$ cat src/rtl/sand_sweep.sv
// Frame sequencer: walks the framebuffer one 16-cell word at a time, feeding
// region (row r) and floor (row r+1) to sand_update and writing both results back.
module sand_sweep #(
   parameter int COLS = 40,
   parameter int ROWS = 480,
   parameter int AW   = 15
) (
   input  logic                    clk,
   input  logic                    reset_n,
   input  logic                    start,
   input  logic                    spout_en,
   input  logic [$clog2(COLS)-1:0] spout_col,
   output logic                    busy,
   output logic                    done,
   output logic [15:0]             frame_count,
   output logic [AW-1:0]           mem_addr,
   output logic                    mem_rd,
   input  logic [31:0]             mem_rdata,
   output logic                    mem_wr,
   output logic [31:0]             mem_wdata,
   output logic [31:0]             region,
   output logic [31:0]             floor,
   output logic                    screenbegin,
   output logic                    screenend,
   output logic                    screenbottom,
   output logic                    spout,
   input  logic [31:0]             new_region,
   input  logic [31:0]             new_floor
);
   localparam int CW = $clog2(COLS);
   localparam int RW = $clog2(ROWS);
   localparam logic [CW-1:0] LAST_COL = CW'(COLS - 1);
   localparam logic [RW-1:0] LAST_ROW = RW'(ROWS - 1);
   localparam logic [AW-1:0] COLS_A   = AW'(COLS);

   typedef enum logic [2:0] {IDLE, RD_R, RD_F, CAP, WR_R, WR_F, DONE} state_t;

   state_t        state_q, state_d;
   logic [RW-1:0] row_q, row_d;
   logic [CW-1:0] col_q, col_d;
   logic          spout_en_q, spout_en_d;
   logic [31:0]   region_q, region_d;
   logic [31:0]   floor_q, floor_d;
   logic [15:0]   frame_count_q, frame_count_d;

   state_t        adv_state_s;
   logic [RW-1:0] adv_row_s;
   logic [CW-1:0] adv_col_s;
   logic          bottom_s;
   logic          last_word_s;
   logic          word_s;
   logic [AW-1:0] region_addr_s;
   logic [AW-1:0] floor_addr_s;

   assign bottom_s      = (row_q == LAST_ROW);
   assign last_word_s   = bottom_s && (col_q == LAST_COL);
   assign word_s        = (state_q != IDLE) && (state_q != DONE);
   assign region_addr_s = AW'(row_q) * COLS_A + AW'(col_q);
   assign floor_addr_s  = region_addr_s + COLS_A;

   // counter step taken after the final write of a word
   always_comb begin
      adv_state_s = RD_R;
      adv_row_s   = row_q;
      adv_col_s   = col_q;
      if (last_word_s) begin
         adv_state_s = DONE;
         adv_row_s   = '0;
         adv_col_s   = '0;
      end else if (col_q != LAST_COL) begin
         adv_col_s = col_q + CW'(1);
      end else begin
         adv_col_s = '0;
         adv_row_s = row_q + RW'(1);
      end
   end

   // sequencer next-state
   always_comb begin
      state_d       = state_q;
      row_d         = row_q;
      col_d         = col_q;
      spout_en_d    = spout_en_q;
      region_d      = region_q;
      floor_d       = floor_q;
      frame_count_d = frame_count_q;
      case (state_q)
         IDLE: begin
            if (start) begin
               spout_en_d = spout_en;
               state_d    = RD_R;
            end else begin
               state_d = IDLE;
            end
         end
         RD_R: state_d = RD_F;
         RD_F: begin
            region_d = mem_rdata;
            state_d  = CAP;
         end
         CAP: begin
            // the bottom row's floor is a virtual wall row that is never read
            floor_d = bottom_s ? 32'h0000_0000 : mem_rdata;
            state_d = WR_R;
         end
         WR_R: begin
            if (bottom_s) begin
               state_d = adv_state_s;
               row_d   = adv_row_s;
               col_d   = adv_col_s;
            end else begin
               state_d = WR_F;
            end
         end
         WR_F: begin
            state_d = adv_state_s;
            row_d   = adv_row_s;
            col_d   = adv_col_s;
         end
         DONE: begin
            frame_count_d = frame_count_q + 16'd1;
            row_d         = '0;
            col_d         = '0;
            state_d       = IDLE;
         end
         default: state_d = IDLE;
      endcase
   end

   // state, counters and data registers
   always_ff @(posedge clk or negedge reset_n) begin
      if (!reset_n) begin
         state_q       <= IDLE;
         row_q         <= '0;
         col_q         <= '0;
         spout_en_q    <= 1'b0;
         region_q      <= 32'h0000_0000;
         floor_q       <= 32'h0000_0000;
         frame_count_q <= 16'h0000;
      end else begin
         state_q       <= state_d;
         row_q         <= row_d;
         col_q         <= col_d;
         spout_en_q    <= spout_en_d;
         region_q      <= region_d;
         floor_q       <= floor_d;
         frame_count_q <= frame_count_d;
      end
   end

   // RAM strobes decoded from the state register only
   always_comb begin
      mem_rd    = 1'b0;
      mem_wr    = 1'b0;
      mem_addr  = '0;
      mem_wdata = 32'h0000_0000;
      case (state_q)
         RD_R: begin
            mem_rd   = 1'b1;
            mem_addr = region_addr_s;
         end
         RD_F: begin
            if (!bottom_s) begin
               mem_rd   = 1'b1;
               mem_addr = floor_addr_s;
            end else begin
               mem_rd = 1'b0;
            end
         end
         WR_R: begin
            mem_wr    = 1'b1;
            mem_addr  = region_addr_s;
            mem_wdata = new_region;
         end
         WR_F: begin
            mem_wr    = 1'b1;
            mem_addr  = floor_addr_s;
            mem_wdata = new_floor;
         end
         default: mem_rd = 1'b0;
      endcase
   end

   assign busy         = (state_q != IDLE);
   assign done         = (state_q == DONE);
   assign frame_count  = frame_count_q;
   assign region       = region_q;
   assign floor        = floor_q;
   assign screenbegin  = word_s && (col_q == '0);
   assign screenend    = word_s && (col_q == LAST_COL);
   assign screenbottom = word_s && bottom_s;
   assign spout        = word_s && spout_en_q && (row_q == '0) && (col_q == spout_col);

endmodule

$ cat config.mk
export PLATFORM = sky130hd
export DESIGN_NAME = sand_sweep
export DESIGN_NICKNAME = d
export VERILOG_FILES = /design/src/rtl/sand_sweep.sv
export SDC_FILE = /design/constraint.sdc
export NUM_CORES = 1
export LEC_CHECK = 0
export BUFFER_PORTS_ARGS = -buffer_cell sky130_fd_sc_hd__buf_2
export CORE_MARGIN = 2
export CORE_UTILIZATION = 44
export DETAILED_ROUTE_END_ITERATION = 6
export PLACE_DENSITY = 0.81
export SLEW_MARGIN = 15
export SYNTH_ARGS = -nofsm -noshare
export SYNTH_HDL_FRONTEND = slang
export SYNTH_SLANG_ARGS = --single-unit
$ cat constraint.sdc
create_clock -name clk -period 3 [get_ports clk]
set_input_delay 0.3 -clock clk [delete_from_list [all_inputs] [get_ports clk]]
set_output_delay 0.3 -clock clk [all_outputs]
set_load 0.01 [all_outputs]
# After elaboration in Yosys (flattened, before gate mapping)
# Index checks and enable logic that the tools add are counted.
# word_totals
ff_bits	99
inputBits	106
output_inout_bits	135
word_cells	61
# classes
add_sub_neg	5
multipliers	1
eq_ne	12
mux	19
reduce_logical	17
# ops
cell	count
one-hot mux 32 bit (2 select lines)	1
one-hot mux 15 bit (3 select lines)	1
2-to-1 mux 32 bit	1
2-to-1 mux 9 bit	3
one-hot mux 9 bit (3 select lines)	1
2-to-1 mux 6 bit	3
one-hot mux 3 bit (6 select lines)	1
one-hot mux 6 bit (3 select lines)	1
adder 16 x 1 -> 16 bit, second input constant	1
adder 15 x 6 -> 15 bit	1
adder 15 x 6 -> 15 bit, second input constant	1
2-to-1 mux 15 bit	1
multiplier 9 x 3 -> 12 bit, second input constant	1
adder 9 x 1 -> 9 bit, second input constant	1
== test 3 bit, second input constant	3
== test 9 bit, second input constant	1
zero test 9 bit	1
logical AND 1 bit	8
adder 6 x 1 -> 6 bit, second input constant	1
== test 3 x 2 -> 1 bit, second input constant	2
== test 6 bit	1
== test 6 bit, second input constant	1
zero test 6 bit	1
2-to-1 mux 3 bit	2
other kinds (10)	15

# Logic depth before layout (Yosys ltp)
# Gate-level depths: netlist of run 1.
# logic_depth
ltp_word	5
mapped_depth	12

# Worst setup path before layout of run 1
# Ideal clock, no wire load.
# synth_timing
path_type	reg-to-output
start	reg row_q[1]
end	out mem_addr[13]
arrival_ps	3155
t_required_ps	2700
slack_ps	-455
path_stages_with_launch	13
path_buffers	0
path_cell_list	dfrtp_1 > ha_1 > ha_1 > inv_1 > fa_1 > nand2b_1 > nor3_1 > and3b_1 > a211oi_1 > o211a_1 > o211a_1 > xor2_1 > o22ai_1
# synth_between
elab_chain_cells	5
elab_cells_between_ends	6
# synth_lines
item	line	rtl
start: declaration	39	logic [RW-1:0] row_q, row_d;
start signal: assignment	142	row_q <= row_d;
multiplier 9 x 3 -> 12 bit	58	assign region_addr_s = AW'(row_q) * COLS_A + AW'(col_q);
adder 15 x 6 -> 15 bit	58	
adder 15 x 6 -> 15 bit	59	assign floor_addr_s = region_addr_s + COLS_A;
2-to-1 mux 15 bit	163	if (!bottom_s) begin
one-hot mux 15 bit (3 select lines) *	157	case (state_q)
end: declaration	16	output logic [AW-1:0] mem_addr,
# Mark *: on every way between the ends. The rest lies on a longest branch, timed or not.

# Worst setup path in the final report of run 1
# layout_timing
start	reg row_q[3]
end	out mem_addr[13]
# Same word-level chain as after synthesis.

==> results of run 1 <==
## final cells by class
type / instances / area [sq um]
fillers: 1112 / 4790
multi-input cells: 494 / 3600
flip-flops and latches: 99 / 2480
repair buffers: 315 / 1800
clock buffers: 11 / 253
well taps: 176 / 220
inverters: 16 / 60.1
clock inverters: 5 / 35.0
## through the flow
step | hold slack, ns | utilization [%] | total power, W | setup WS, ns
finish | 0.203 | 63.9 | 0.00278 | -0.549
global route | 0.201 | 63.9 | 0.00289 | -0.685
CTS | 0.191 | 63.1 | 0.00282 | -0.501
detailed placement | 0.253 | 59.1 | 0.00171 | -0.269
global placement | 0.249 | 59.1 | 0.00170 | -0.233
floorplan | 0.00441 | - | 0.00152 | -0.0263
## registers in the layout, indices dropped and copies added, names as in the netlist
register     count
region          32
frame_count     16
spout_en_q       1
col_q            6
row_q            9
state_q          3
floor           32
## power breakdown
part | switching, W | internal [W]
Sequential | 0.0000214 | 0.00138
Combinational | 0.000149 | 0.000136
Clock | 0.000488 | 0.000609
Total | 0.000658 | 0.00212
## critical path, cell delays in order (launching register included)
cell and delay, ns:
dfrtp_2 0.43, ha_4 0.27, ha_4 0.12, inv_2 0.03, fa_2 0.39, xor2_1 0.21
nor3_4 0.33, nand3_4 0.17, buf_4 0.18, o211a_1 0.12, o211a_1 0.23, xor2_1 0.19
o22ai_2 0.08, buf_2 0.16
## path summary, 6_finish.rpt
check / slack, ns / endpoint / depth (start not counted) / startpoint
min: 0.20 / spout_en_q / 2 / spout_en
max: -0.55 / mem_addr[13] / 13 / row_q[3]
min in group asynchronous: 0.44 / frame_count[7] / 2 / reset_n
min reg2reg: 0.47 / floor[19] / 2 / floor[19]
max in group asynchronous: 1.88 / region[18] / 3 / reset_n
max reg2reg: 0.42 / row_q[8] / 9 / row_q[1]
## layer usage
metal  vias up  GRT usage (%)  share of wire [%]
met2       220           44.1                 52
li1       2804              -                  -
met1      2731           27.4                 41
met4         0           7.70                2.5
met3        25           3.73                5.4
met5         -              0                  0
## cell families (layout without fill, tap and decap cells)
group | after synthesis | after routing | synth area share, %
flops | 99 | 99 | 41.7
buf+inv | 48 | 347 | 3.30
compound gates | 114 | 114 | 11.8
mux | 69 | 69 | 12.3
fa+ha+maj | 25 | 25 | 5.51
simple gates | 239 | 239 | 18.4
xor+xnor | 47 | 47 | 7.05
## layout by cell type, fill, tap and decap left out, drive strengths merged, types with 14 or more instances in the layout
| cell | netlist | final |
|---|---|---|
| xor2 | 14 | 14 |
| mux2i | 35 | 35 |
| nand2 | 103 | 103 |
| xnor2 | 33 | 33 |
| inv | 15 | 16 |
| mux2 | 34 | 34 |
| ha | 23 | 23 |
| nor2 | 64 | 64 |
| o21ai | 62 | 62 |
| dfrtp | 99 | 99 |
| buf | 6 | 314 |
## repair_timing
| action | CTS | global route |
|---|---|---|
| setup buffers | 4 | 5 |
| hold buffers | 1 | 0 |
| gates resized for setup | 38 | 12 |
| setup endpoints to repair | 12 | 12 |
| hold endpoints to repair | 28 | 0 |
| pin swaps | 22 | 6 |
| gates cloned | 0 | 1 |
==> results.yml, run 1 <==
clock_network:
  clkTransAtPathRegs_ns: 0.06
  clk_latency_ns: 0.33
  cts.sinks: 99
  tritoncts: "built"
  cts_buffer_depth: 2
  cts_buffers: 9
  cts-root-buf: "clkbuf_16"
  htreeDepth: 3
logic_synthesis:
  yosysTopAreaCell: "dfrtp_1"
  avgSynthCellArea_sq_um: 9.28
  synth_top_area_share_pct: 41.7
  ys_types: 60
  ys_top_cells_by_area: "dfrtp_1 42%, nand2_1 6.5%, mux2_2 6.4%"
  syn_area_sq_um: 5950
  synthTopCellsByCount: "103 x nand2_1, 99 x dfrtp_1, 63 x nor2_1, 55 x o21ai_0, 35 x mux2i_1"
  yosysSeqAreaShare_pct: 41.7
  ys.flop_type: "dfrtp_1"
  synth_seq_cells: 99
  yosysMostFrequentCell: "nand2_1"
  ys_warn_count: 0
  synthCells: 641
  async_flop_share_pct: 100
  synth.net_count: 772
  synth_edf_count: 0
placement:
  post-dp-hpwl_mm: 13.3
  place_area_sq_um: 7830
  portBuffers: 240
  routabilityCongestion: 0.874
  dpl.cell_count: 1089
drt:
  viasPerCell: 5.18
  first_pass_iters: 5
  wl_per_cell_um: 15.8
  totalWireLength_mm: 17.6
  remaining_drc_errors: 0
  drt_iter0_drc: 299
  dr_total_vias: 5780
  antenna_left: 0
power_and_ir_drop:
  vdd_drop_max_uv: 264
  power_density_nw_per_um2: 329
  power.leakage_nw: 4.55
layout:
  drive_gt1_share_pct: 45.1
  antennaDiodeCount: 0
  finalNetCount: 1066
  fin_area_sq_um: 8460
  syn_to_final_growth_pct: 42.2
  instances_no_fill: 1116
setup_path:
  worstPathRequired_ns: 2.70
  end_kind: "primary output"
  crit_fanout: 4
  critPathArrivalTime_ns: 3.25
  start_kind: "flop"
  crit_type: "flop to primary output"
min_path:
  hp-class: "input port to flop"
sta:
  drv_slew: 0
  max_freq_mhz: 282
  min_period_ns: 3.55
  worstMarginPinSlew_ns: 0.587
  finalCritPeriodShare_pct: 118
  setup_slack_ns: -0.549
  fin_setup_tns_ns: -3.08
  rsz0062_at_grt: "true"
  final-setup-viol-count: 8
  finalClockSkew_ns: 0.00541
  slew_headroom_pct: 60.5
  hold_viol: 0
global_routing:
  gr-total-overflow: 0
  grt_usage_pct: 23.6
  antenna_found_initial: 0
  grt_pass1_vias: 5489
  grt_max_degree: 72
  grt_pass1_wl_mm: 27.1
floorplan:
  initial_core_util_pct: 44.9
  die_h_um: 120
  rows: 42
  coreArea_sq_um: 13200
  die_w_um: 120
  ios: 241
  dieArea_sq_um: 14500
job:
  cap_violations: 0
outcome:
  violations: "setup timing"
  status: "finished, violations left"
Note: power is estimated with default switching activity, not from simulation.
==> run 2, diff against run 1 <==
--- a/config.mk
+++ b/config.mk
@@ -5,6 +5,7 @@
 export SDC_FILE = /design/constraint.sdc
 export NUM_CORES = 1
 export LEC_CHECK = 0
+export ABC_AREA = 1
 export BUFFER_PORTS_ARGS = -buffer_cell sky130_fd_sc_hd__buf_2
 export CORE_MARGIN = 2
 export CORE_UTILIZATION = 44
@@ -14,3 +15,4 @@
 export SYNTH_ARGS = -nofsm -noshare
 export SYNTH_HDL_FRONTEND = slang
 export SYNTH_SLANG_ARGS = --single-unit
+export TNS_END_PERCENT = 30
==> run 2 against run 1 <==
Clock skew grew 0.0051 ns. Sequential share of layout area grew 2.7 points. Sequential power about the same. Wire length up 2.4%. Core utilization down 2.8 points. Global-route usage is 1.3 points higher. First-iteration DRC count down 5.4%. Sequential cell count unchanged. The run ends with hold timing, setup timing left. Combinational power down 1%. Power grew 1.1%. Cell count increased by 4.7%. Fmax up 4.5%.
==> results.yml, run 2 <==
layout:
  layout_commonest_cell: "nand2_1"
  drive_gt1_share_pct: 34.6
  syn_to_final_growth_pct: 35.1
  fin_area_sq_um: 7740
  finalNetCount: 1123
  final_cell_mix: "246 x nand2_1, 239 x buf_2, 99 x dfrtp_1, 64 x nand3_1, 60 x inv_1"
  fill_cells: 1136
  antennaDiodeCount: 0
clock_network:
  cts_buffer_depth: 2
  holdBufCountCts: 0
  htreeDepth: 3
  tritoncts: "built"
  cts_buffers: 9
  clkTransAtPathRegs_ns: 0.07
  clk_latency_ns: 0.35
  cts-root-buf: "clkbuf_16"
  cts.sinks: 99
logic_synthesis:
  ys_top_cells_by_area: "dfrtp_1 43%, nand2_1 17%, nand3_1 5.8%"
  synth_top_area_share_pct: 43.2
  synthCells: 734
  async_flop_share_pct: 100
  ys.flop_type: "dfrtp_1"
  avgSynthCellArea_sq_um: 7.81
  synth.net_count: 865
  yosysTopAreaCell: "dfrtp_1"
  synthTopCellsByCount: "258 x nand2_1, 99 x dfrtp_1, 66 x inv_1, 66 x nand3_1, 42 x nor2_1"
  ys_types: 40
  synth_seq_cells: 99
  yosysMostFrequentCell: "nand2_1"
  synth_edf_count: 0
  yosysSeqAreaShare_pct: 43.2
  syn_area_sq_um: 5730
  ys_warn_count: 0
sta:
  finalCritPeriodShare_pct: 113
  finalClockSkew_ns: 0.0105
  fin_setup_tns_ns: -2.14
  final-setup-viol-count: 7
  worstMarginPinSlew_ns: 0.679
  drv_slew: 0
  slew_headroom_pct: 54.7
  hold_ws_ns: -0.0153
  hold_viol: 9
  max_freq_mhz: 294
  min_period_ns: 3.40
  rsz0062_at_grt: "true"
  setup_slack_ns: -0.397
power_and_ir_drop:
  power_density_nw_per_um2: 363
  vdd_drop_max_uv: 262
  power.leakage_nw: 4.34
setup_path:
  rrSetupSlack_ns: 0.48
  crit_type: "flop to primary output"
  worstPathRequired_ns: 2.70
  critPathArrivalTime_ns: 3.10
  end_kind: "primary output"
  rr_worst_depth: 14
  start_kind: "flop"
  crit_fanout: 3
  r2r_start: "row_q[1]"
  rr_endpoint: "col_q[4]"
drt:
  remaining_drc_errors: 0
  antenna_left: 0
  drt_iter0_drc: 283
  wl_per_cell_um: 15.4
  totalWireLength_mm: 18.0
  viasPerCell: 5.08
  dr_total_vias: 5934
  first_pass_iters: 5
placement:
  place_area_sq_um: 7230
  portBuffers: 240
  post-dp-hpwl_mm: 13.6
  routabilityCongestion: 0.896
floorplan:
  ios: 241
  initial_core_util_pct: 45.2
  coreArea_sq_um: 12700
  rows: 41
  die_h_um: 118
  die_w_um: 118
  dieArea_sq_um: 14000
global_routing:
  gr-total-overflow: 0
  grt_max_degree: 53
  grt_pass1_vias: 5528
  grt_usage_pct: 24.8
  antenna_found_initial: 0
  grt_pass1_wl_mm: 27.8
outcome:
  violations: "hold timing, setup timing"
  status: "finished, violations left"
min_path:
  hp-class: "input port to async pin"
job:
  cap_violations: 0
-- run 2: timing repair --
action | 4_1_cts | 5_1_grt
gates resized for setup | 14 | 34
pin swaps | 11 | 19
cloned | 0 | 0
endpoints found under the setup margin | 7 | 10
setup buffers | 0 | 10
-- run 2: worst max-delay path by stage --
stage,start,to,slack (ns),cells past startpoint
6_report,row_q[1],mem_addr[12],-0.40,19
5_1_grt,row_q[3],mem_addr[13],-0.61,17
4_1_cts,row_q[3],mem_addr[14],-0.37,20
3_5_place_dp,row_q[1],mem_addr[14],-0.09,16
3_3_place_gp,row_q[1],mem_addr[14],-0.03,16
2_1_floorplan,row_q[1],mem_addr[14],0.14,19
-- run 2: power by group --
group	switching (W)	total, W	internal, W	leakage [nW]
clock	0.000535	0.00113	0.000595	0.137
combinational	0.000148	0.000281	0.000133	2.99
sequential	0.0000239	0.00140	0.00138	1.22
total	0.000707	0.00281	0.00211	4.34
-- run 2: kinds of logic (layout without fill, tap and decap cells) --
logic type | count (synthesis) | in the layout | share of synthesized area [%]
adders and majority gates | 25 | 25 | 5.72
AOI/OAI and AO/OA | 93 | 93 | 11.0
and+or+nand+nor | 403 | 403 | 30.5
DFF | 99 | 99 | 43.2
buffers and inverters | 93 | 356 | 6.26
muxes | 1 | 1 | 0.196
xor gates and xnor gates | 20 | 20 | 3.06
-- run 2: area by class of cell --
| type | count | area [sq um] | area share [%] |
|---|---|---|---|
| clock buffers | 10 | 239 | 3.09 |
| clock inverters | 6 | 48.8 | 0.630 |
| inverters | 69 | 259 | 3.35 |
| multi-input cells | 542 | 3050 | 39.4 |
| flip-flops and latches | 99 | 2480 | 32.0 |
| well taps | 172 | 215 | 2.78 |
| repair buffers | 271 | 1450 | 18.7 |
-- run 2: through the flow --
stage	utilization [%]	instances	setup WS [ns]	power, W
after global placement	57.0	1143	-0.0264	0.00171
final	61.1	1169	-0.397	0.00281
after floorplan	-	734	0.140	0.00152
after detailed placement	57.0	1143	-0.0903	0.00171
after CTS	59.5	1159	-0.366	0.00283
after global routing	61.1	1169	-0.605	0.00291
-- run 2: layer usage --
metal	share of wire, %	global-route usage (%)	up-vias
met5	0	0	-
met4	3.3	10.6	0
met3	7.6	5.26	33
met2	50	43.5	246
met1	39	29.4	2737
li1	-	-	2918
-- run 2: critical path, cell delays in order (launching register included) --
cell	delay [ns]
dfrtp_1	0.42
ha_4	0.29
ha_4	0.14
inv_2	0.03
fa_1	0.47
nor2_2	0.19
nand2_2	0.12
nor2_4	0.14
inv_1	0.05
nand2_1	0.07
nand2_2	0.05
inv_2	0.07
nand2_2	0.07
nor2_2	0.12
nand2_2	0.07
buf_4	0.13
nand2_1	0.05
nand2_1	0.06
a21oi_2	0.09
buf_2	0.14
